--- config.mk ---
export PLATFORM = sky130hd
export DESIGN_NAME = pmem_burst_adaptor
export DESIGN_NICKNAME = d
export VERILOG_FILES = /design/src/rtl/pmem_adaptor_pkg.sv /design/src/rtl/pmem_wdt.sv /design/src/rtl/pmem_burst_adaptor.sv
export SDC_FILE = /design/constraint.sdc
export NUM_CORES = 1
export LEC_CHECK = 0
export BUFFER_PORTS_ARGS = -buffer_cell sky130_fd_sc_hd__buf_2
export CAP_MARGIN = 20
export CORE_AREA = 2 2 279 281
export CTS_CLUSTER_SIZE = 16
export DETAILED_ROUTE_END_ITERATION = 8
export DIE_AREA = 0 0 281 283
export PLACE_DENSITY = 0.45
export SKIP_CTS_REPAIR_TIMING = 1
export SYNTH_ARGS = -nofsm -noshare
export SYNTH_HDL_FRONTEND = slang
export SYNTH_HIERARCHICAL = 1
export SYNTH_SLANG_ARGS = --single-unit
--- constraint.sdc ---
create_clock -name clk -period 4.24 [get_ports clk]
set_clock_uncertainty 0.15 [all_clocks]
set_input_delay 0.212 -clock clk [delete_from_list [all_inputs] [get_ports clk]]
set_output_delay 0.212 -clock clk [all_outputs]
set_load 0.01 [all_outputs]
--- src/rtl/pmem_adaptor_pkg.sv ---
// Shared types and constants for the L2-to-physical-memory burst adaptor.
// Holds the FSM state encoding, default line/beat widths and the watchdog stall limit.
package pmem_adaptor_pkg;

  typedef enum logic [1:0] {
    IDLE     = 2'd0,
    RD_BURST = 2'd1,
    WR_BURST = 2'd2,
    DONE     = 2'd3
  } state_t;

  localparam int         LINE_W_DEF  = 256;
  localparam int         BURST_W_DEF = 64;
  localparam logic [7:0] WDT_LIMIT   = 8'd255;

endpackage

--- src/rtl/pmem_wdt.sv ---
// Burst stall watchdog: counts busy cycles without a beat ack; fires as the count reaches WDT_LIMIT.
// Latency: err_o rises one cycle after expired; expired is combinational; no backpressure of its own.
module pmem_wdt
  import pmem_adaptor_pkg::*;
(
  input  logic clk,
  input  logic rst,
  input  logic busy,
  input  logic resp_i,
  output logic expired,
  output logic err_o
);

  logic [7:0] cnt_q;

  // Fires on the stalled cycle that carries the count to WDT_LIMIT.
  assign expired = busy && !resp_i && (cnt_q == WDT_LIMIT - 8'd1);

  always_ff @(posedge clk) begin
    if (rst) begin
      cnt_q <= '0;
      err_o <= 1'b0;
    end else begin
      if (!busy || resp_i) begin
        cnt_q <= '0;
      end else if (cnt_q != WDT_LIMIT) begin
        cnt_q <= cnt_q + 8'd1;
      end
      if (expired) begin
        err_o <= 1'b1;
      end
    end
  end

endmodule

--- src/rtl/pmem_burst_adaptor.sv ---
// Splits L2 line reads/writes into BEATS memory bursts; resp_o pulses BEATS+1 cycles after a zero-wait request.
// Memory stalls by withholding resp_i; optional watchdog (PMEM_ADAPTOR_WDT_EN) aborts stuck bursts with err_o.
module pmem_burst_adaptor
  import pmem_adaptor_pkg::*;
#(
  parameter int LINE_W  = LINE_W_DEF,
  parameter int BURST_W = BURST_W_DEF
) (
  input  logic               clk,
  input  logic               rst,
  input  logic [LINE_W-1:0]  line_i,
  output logic [LINE_W-1:0]  line_o,
  input  logic [31:0]        address_i,
  input  logic               read_i,
  input  logic               write_i,
  output logic               resp_o,
  input  logic [BURST_W-1:0] burst_i,
  output logic [BURST_W-1:0] burst_o,
  output logic [31:0]        address_o,
  output logic               read_o,
  output logic               write_o,
  input  logic               resp_i
`ifdef PMEM_ADAPTOR_WDT_EN
  ,
  output logic               err_o
`endif
);

  localparam int          BEATS     = LINE_W / BURST_W;
  localparam int          KW        = (BEATS > 1) ? $clog2(BEATS) : 1;
  localparam logic [KW-1:0] LAST    = KW'(BEATS - 1);
  localparam logic [31:0] ADDR_MASK = ~(32'(LINE_W / 8) - 32'd1);

  state_t              state_q, state_d;
  logic [KW-1:0]       k_q, k_d;
  logic [LINE_W-1:0]   wr_line_q;
  logic [31:0]         addr_q;
  logic                take_wr, take_rd, rd_beat, wdt_fire;

`ifdef PMEM_ADAPTOR_WDT_EN
  pmem_wdt u_wdt (
    .clk     (clk),
    .rst     (rst),
    .busy    ((state_q == RD_BURST) || (state_q == WR_BURST)),
    .resp_i  (resp_i),
    .expired (wdt_fire),
    .err_o   (err_o)
  );
`else
  assign wdt_fire = 1'b0;
`endif

  always_ff @(posedge clk) begin
    if (rst) begin
      state_q <= IDLE;
      k_q     <= '0;
    end else begin
      state_q <= state_d;
      k_q     <= k_d;
    end
  end

  always_comb begin
    state_d = state_q;
    k_d     = k_q;
    take_wr = 1'b0;
    take_rd = 1'b0;
    rd_beat = 1'b0;
    read_o  = 1'b0;
    write_o = 1'b0;
    resp_o  = 1'b0;
    burst_o = '0;
    case (state_q)
      IDLE: begin
        if (write_i) begin
          take_wr = 1'b1;
          k_d     = '0;
          state_d = WR_BURST;
        end else if (read_i) begin
          take_rd = 1'b1;
          k_d     = '0;
          state_d = RD_BURST;
        end
      end
      RD_BURST: begin
        read_o = 1'b1;
        if (resp_i) begin
          rd_beat = 1'b1;
          if (k_q == LAST) begin
            state_d = DONE;
            k_d     = '0;
          end else begin
            k_d = k_q + 1'b1;
          end
        end
      end
      WR_BURST: begin
        write_o = 1'b1;
        burst_o = wr_line_q[k_q*BURST_W +: BURST_W];
        if (resp_i) begin
          if (k_q == LAST) begin
            state_d = DONE;
            k_d     = '0;
          end else begin
            k_d = k_q + 1'b1;
          end
        end
      end
      DONE: begin
        resp_o  = 1'b1;
        state_d = IDLE;
      end
      default: state_d = IDLE;
    endcase
    // Watchdog abort finishes the line with whatever beats arrived.
    if (wdt_fire) begin
      state_d = DONE;
      k_d     = '0;
    end
  end

  always_ff @(posedge clk) begin
    if (rst) begin
      addr_q    <= '0;
      line_o    <= '0;
      wr_line_q <= '0;
    end else begin
      if (take_wr) begin
        wr_line_q <= line_i;
        addr_q    <= address_i & ADDR_MASK;
      end else if (take_rd) begin
        addr_q    <= address_i & ADDR_MASK;
      end
      if (rd_beat) begin
        line_o[k_q*BURST_W +: BURST_W] <= burst_i;
      end
    end
  end

  assign address_o = addr_q;

endmodule

==> flow_summary_export.csv <==
group,metric,value,unit
flow_run,cap_violations,0,
synthesis,syn_inst,2157,
clocking,cts_root_buf,"clkbuf_16",
floorplanning,core-area,76700,um2
final_layout,fin_util,0.395,
floorplanning,rows,102,
global_routing,grt_max_degree,189,
pwr,p_seq_frac,0.395,
synthesis,synthTopCellsByArea,"dfxtp_1, nand2_1, a21oi_1, mux4_2, a22o_1",
placed_design,io_buffers,701,
pwr,power.total,14.9,mW
placed_design,gp_congestion,0.813,
placed_design,dp_hpwl,54.7,mm
critical_path,criticalPathCategory,"reg -> out",
detailed_routing,wl,80.0,mm
pwr,swShare,0.307,
pwr,pwr-share-clk,0.374,
detailed_routing,drc,0,
synthesis,synthXorXnorAreaFrac,0,
critical_path,max_stage_delay,0.72,ns
timing,finalCritPeriodShare,0.742,
global_routing,first_global_vias,18200,
global_routing,grt-ovfl-total,0,
synthesis,synth_area_leader_cell,"dfxtp_1",
detailed_routing,drt_iter0_markers,1066,
synthesis,synthesis.area,20200,um2
floorplanning,ioPinCount,712,
clocking,clkTransAtPathRegs,0.06,ns
global_routing,antenna_found_initial,16,
pwr,power_switching,4.59,mW
pwr,pwr-share-comb,0.231,
clocking,cts_tree,"done",
synthesis,synthTopCellsByCount,"nand2_1, dfxtp_1, a21oi_1",
timing,final-max-slew-violation-count,0,
pwr,power.leakage,13.0,nW
pwr,power_density,493,nW/um2
critical_path,cp_max_fo,38,
synthesis,ys_warn_count,6,
synthesis,synth_top_family_by_area,"compound AO/OA/AOI/OAI gates",
final_layout,multi_input_area,8540,um2
timing,relSlewSlack,0.288,
clocking,cts_max_level,3,
timing,fmax,0.318,GHz
pwr,vdd_drop_max,382,uV
critical_path,cp_slowest_cell,"dfxtp_4",
floorplanning,die_x,281,um
worst_hold_path,hp-class,"in -> reg",
final_layout,drive_gt1_frac,0.288,
timing,rsz0062_at_grt,"false",
synthesis,netlist-cell-type-count,36,
synthesis,async_reset_ff_frac,0,
timing,finalSetupTns,0,ns
detailed_routing,avgViaCountPerCell,4.68,
critical_path,worstPathArrival,2.78,ns
final_layout,nFillCells,7769,
synthesis,synth_edf_count,0,
global_routing,grt_pass1_wl,115,mm
floorplanning,start_util,0.264,
pwr,p_int,10.3,mW
clocking,cts_buffer_depth,3,
timing,period_needed,3.14,ns
detailed_routing,routedWlPerCell,19.0,um
final_layout,regArea,10900,um2
timing,hold_viol_final,0,
synthesis,yosysTopAreaCellShare,0.537,
final_layout,final_nets,3492,
floorplanning,die_h,283,um
synthesis,synth_compound_area_frac,0.177,
timing,tightest_slew,1.07,ns
floorplanning,die_area,79500,um2
synthesis,synthSimpleGateAreaFrac,0.161,
timing,setup_viol,0,
critical_path,worstPathCellList,"buf_4, mux4_2, and2_1, buf_2",
clocking,worstSkewPairLatency,0.59,ns
critical_path,startpoint_type,"flip-flop",
synthesis,muxShareOfSynthArea,0.0727,
detailed_routing,vias,19700,
detailed_routing,drtAntennaViolNets,0,
global_routing,grt_usage,0.188,
synthesis,ys_ff_latch,543,
final_layout,area_delta_synth_final,49.8,%
critical_path,crit_path_end_kind,"primary output",
clocking,cts_sinks,543,
detailed_routing,dr.pass1.iters,6,
clocking,cts_buffers,66,
synthesis,synth_fa_ha_area_frac,0.00742,
critical_path,critPathRequiredTime,3.88,ns
synthesis,synth_most_common_cell,"nand2_1",
synthesis,synth-main-ff-cell,"dfxtp_1",
synthesis,seq_area_frac_synth,0.537,
timing,fin_hold_ws,0.0194,ns
synthesis,syn_area_per_cell,9.38,um2
run_status,status,"complete, no violations",
==> cell usage in the layout, fill, tap and decap left out, types with 64 or more instances in the layout <==
master | synthesis | routed
a21oi_1 | 349 | 349
clkbuf_16 | 0 | 66
a32o_1 | 64 | 64
and2_1 | 64 | 64
buf_2 | 48 | 700
dfxtp_1 | 543 | 541
nand2_1 | 635 | 634
mux4_2 | 64 | 64
dlygate4sd3_1 | 0 | 360
nand3_1 | 66 | 64
a22o_1 | 128 | 128
==> worst max-delay path, delay by kind of cell, from the launching register on <==
family                 cells  cell delay, ns
flip-flops                 1            0.72
AND/OR/NAND/NOR            1            0.22
buffers and inverters      2            0.81
multiplexers               1            0.41
==> final cells by class <==
type                       instances  area share
antenna                           11    0.000908
inverter                           5    0.000619
clock buffer                      90      0.0607
sequential                       543       0.359
timing repair buffer            1091       0.245
tap                             1040      0.0429
multi-input combinational       1416       0.282
clock inverter                    25     0.00924
==> final timing paths <==
check / endpoint / depth (start not counted) / from / slack, ns
setup reg to reg: line_o[249]$_SDFFE_PP0P_ / 6 / k_q[1]$_SDFFE_PP0P_ / 1.27
hold reg to reg: line_o[167]$_SDFFE_PP0P_ / 2 / line_o[167]$_SDFFE_PP0P_ / 0.30
setup / recovery: burst_o[19] / 4 / k_q[1]$_SDFFE_PP0P_ / 1.10
hold / removal: state_q[1]$_SDFFE_PP0P_ / 4 / resp_i / 0.02
==> power groups by stage <==
stage	clock (mW)	sequential [mW]	combinational (mW)
6_report	5.59	5.90	3.45
3_5_place_dp	0	6.01	3.18
5_1_grt	5.96	5.96	3.81
4_1_cts	5.76	5.90	3.19
3_3_place_gp	0	5.99	3.14
2_1_floorplan	0	5.98	2.05
==> cell families (layout without fill, tap and decap cells) <==
logic type	after synthesis	after routing
AOI/OAI and AO/OA	550	550
adders and majority gates	12	12
buffers and inverters	202	1211
DFF	543	543
muxes	67	67
other	1	16
and+or+nand+nor	782	782
==> per-stage QoR <==
stage               cell area (um2)  instances  setup WS [ns]
floorplan                     20200       2161           1.73
global placement              24500       3734           1.32
detailed placement            24500       3734           1.29
CTS                           26700       3849          0.955
global route                  30300       4219          0.948
finish                        30300       4221           1.10
==> sequential cells by signal, indices dropped and copies added (netlist names) <==
name / count
line_o: 256
state_q: 2
wr_line_q: 256
address_o: 27
k_q: 2
==> metal layers <==
layer	GRT usage	up-vias	wire length, um
li1	-	9419	-
met1	0.210	9422	31400
met2	0.326	730	39800
met3	0.0628	158	5940
met4	0.0761	10	2760
met5	0	-	53
No activity file was read; power rests on OpenSTA's default activity.
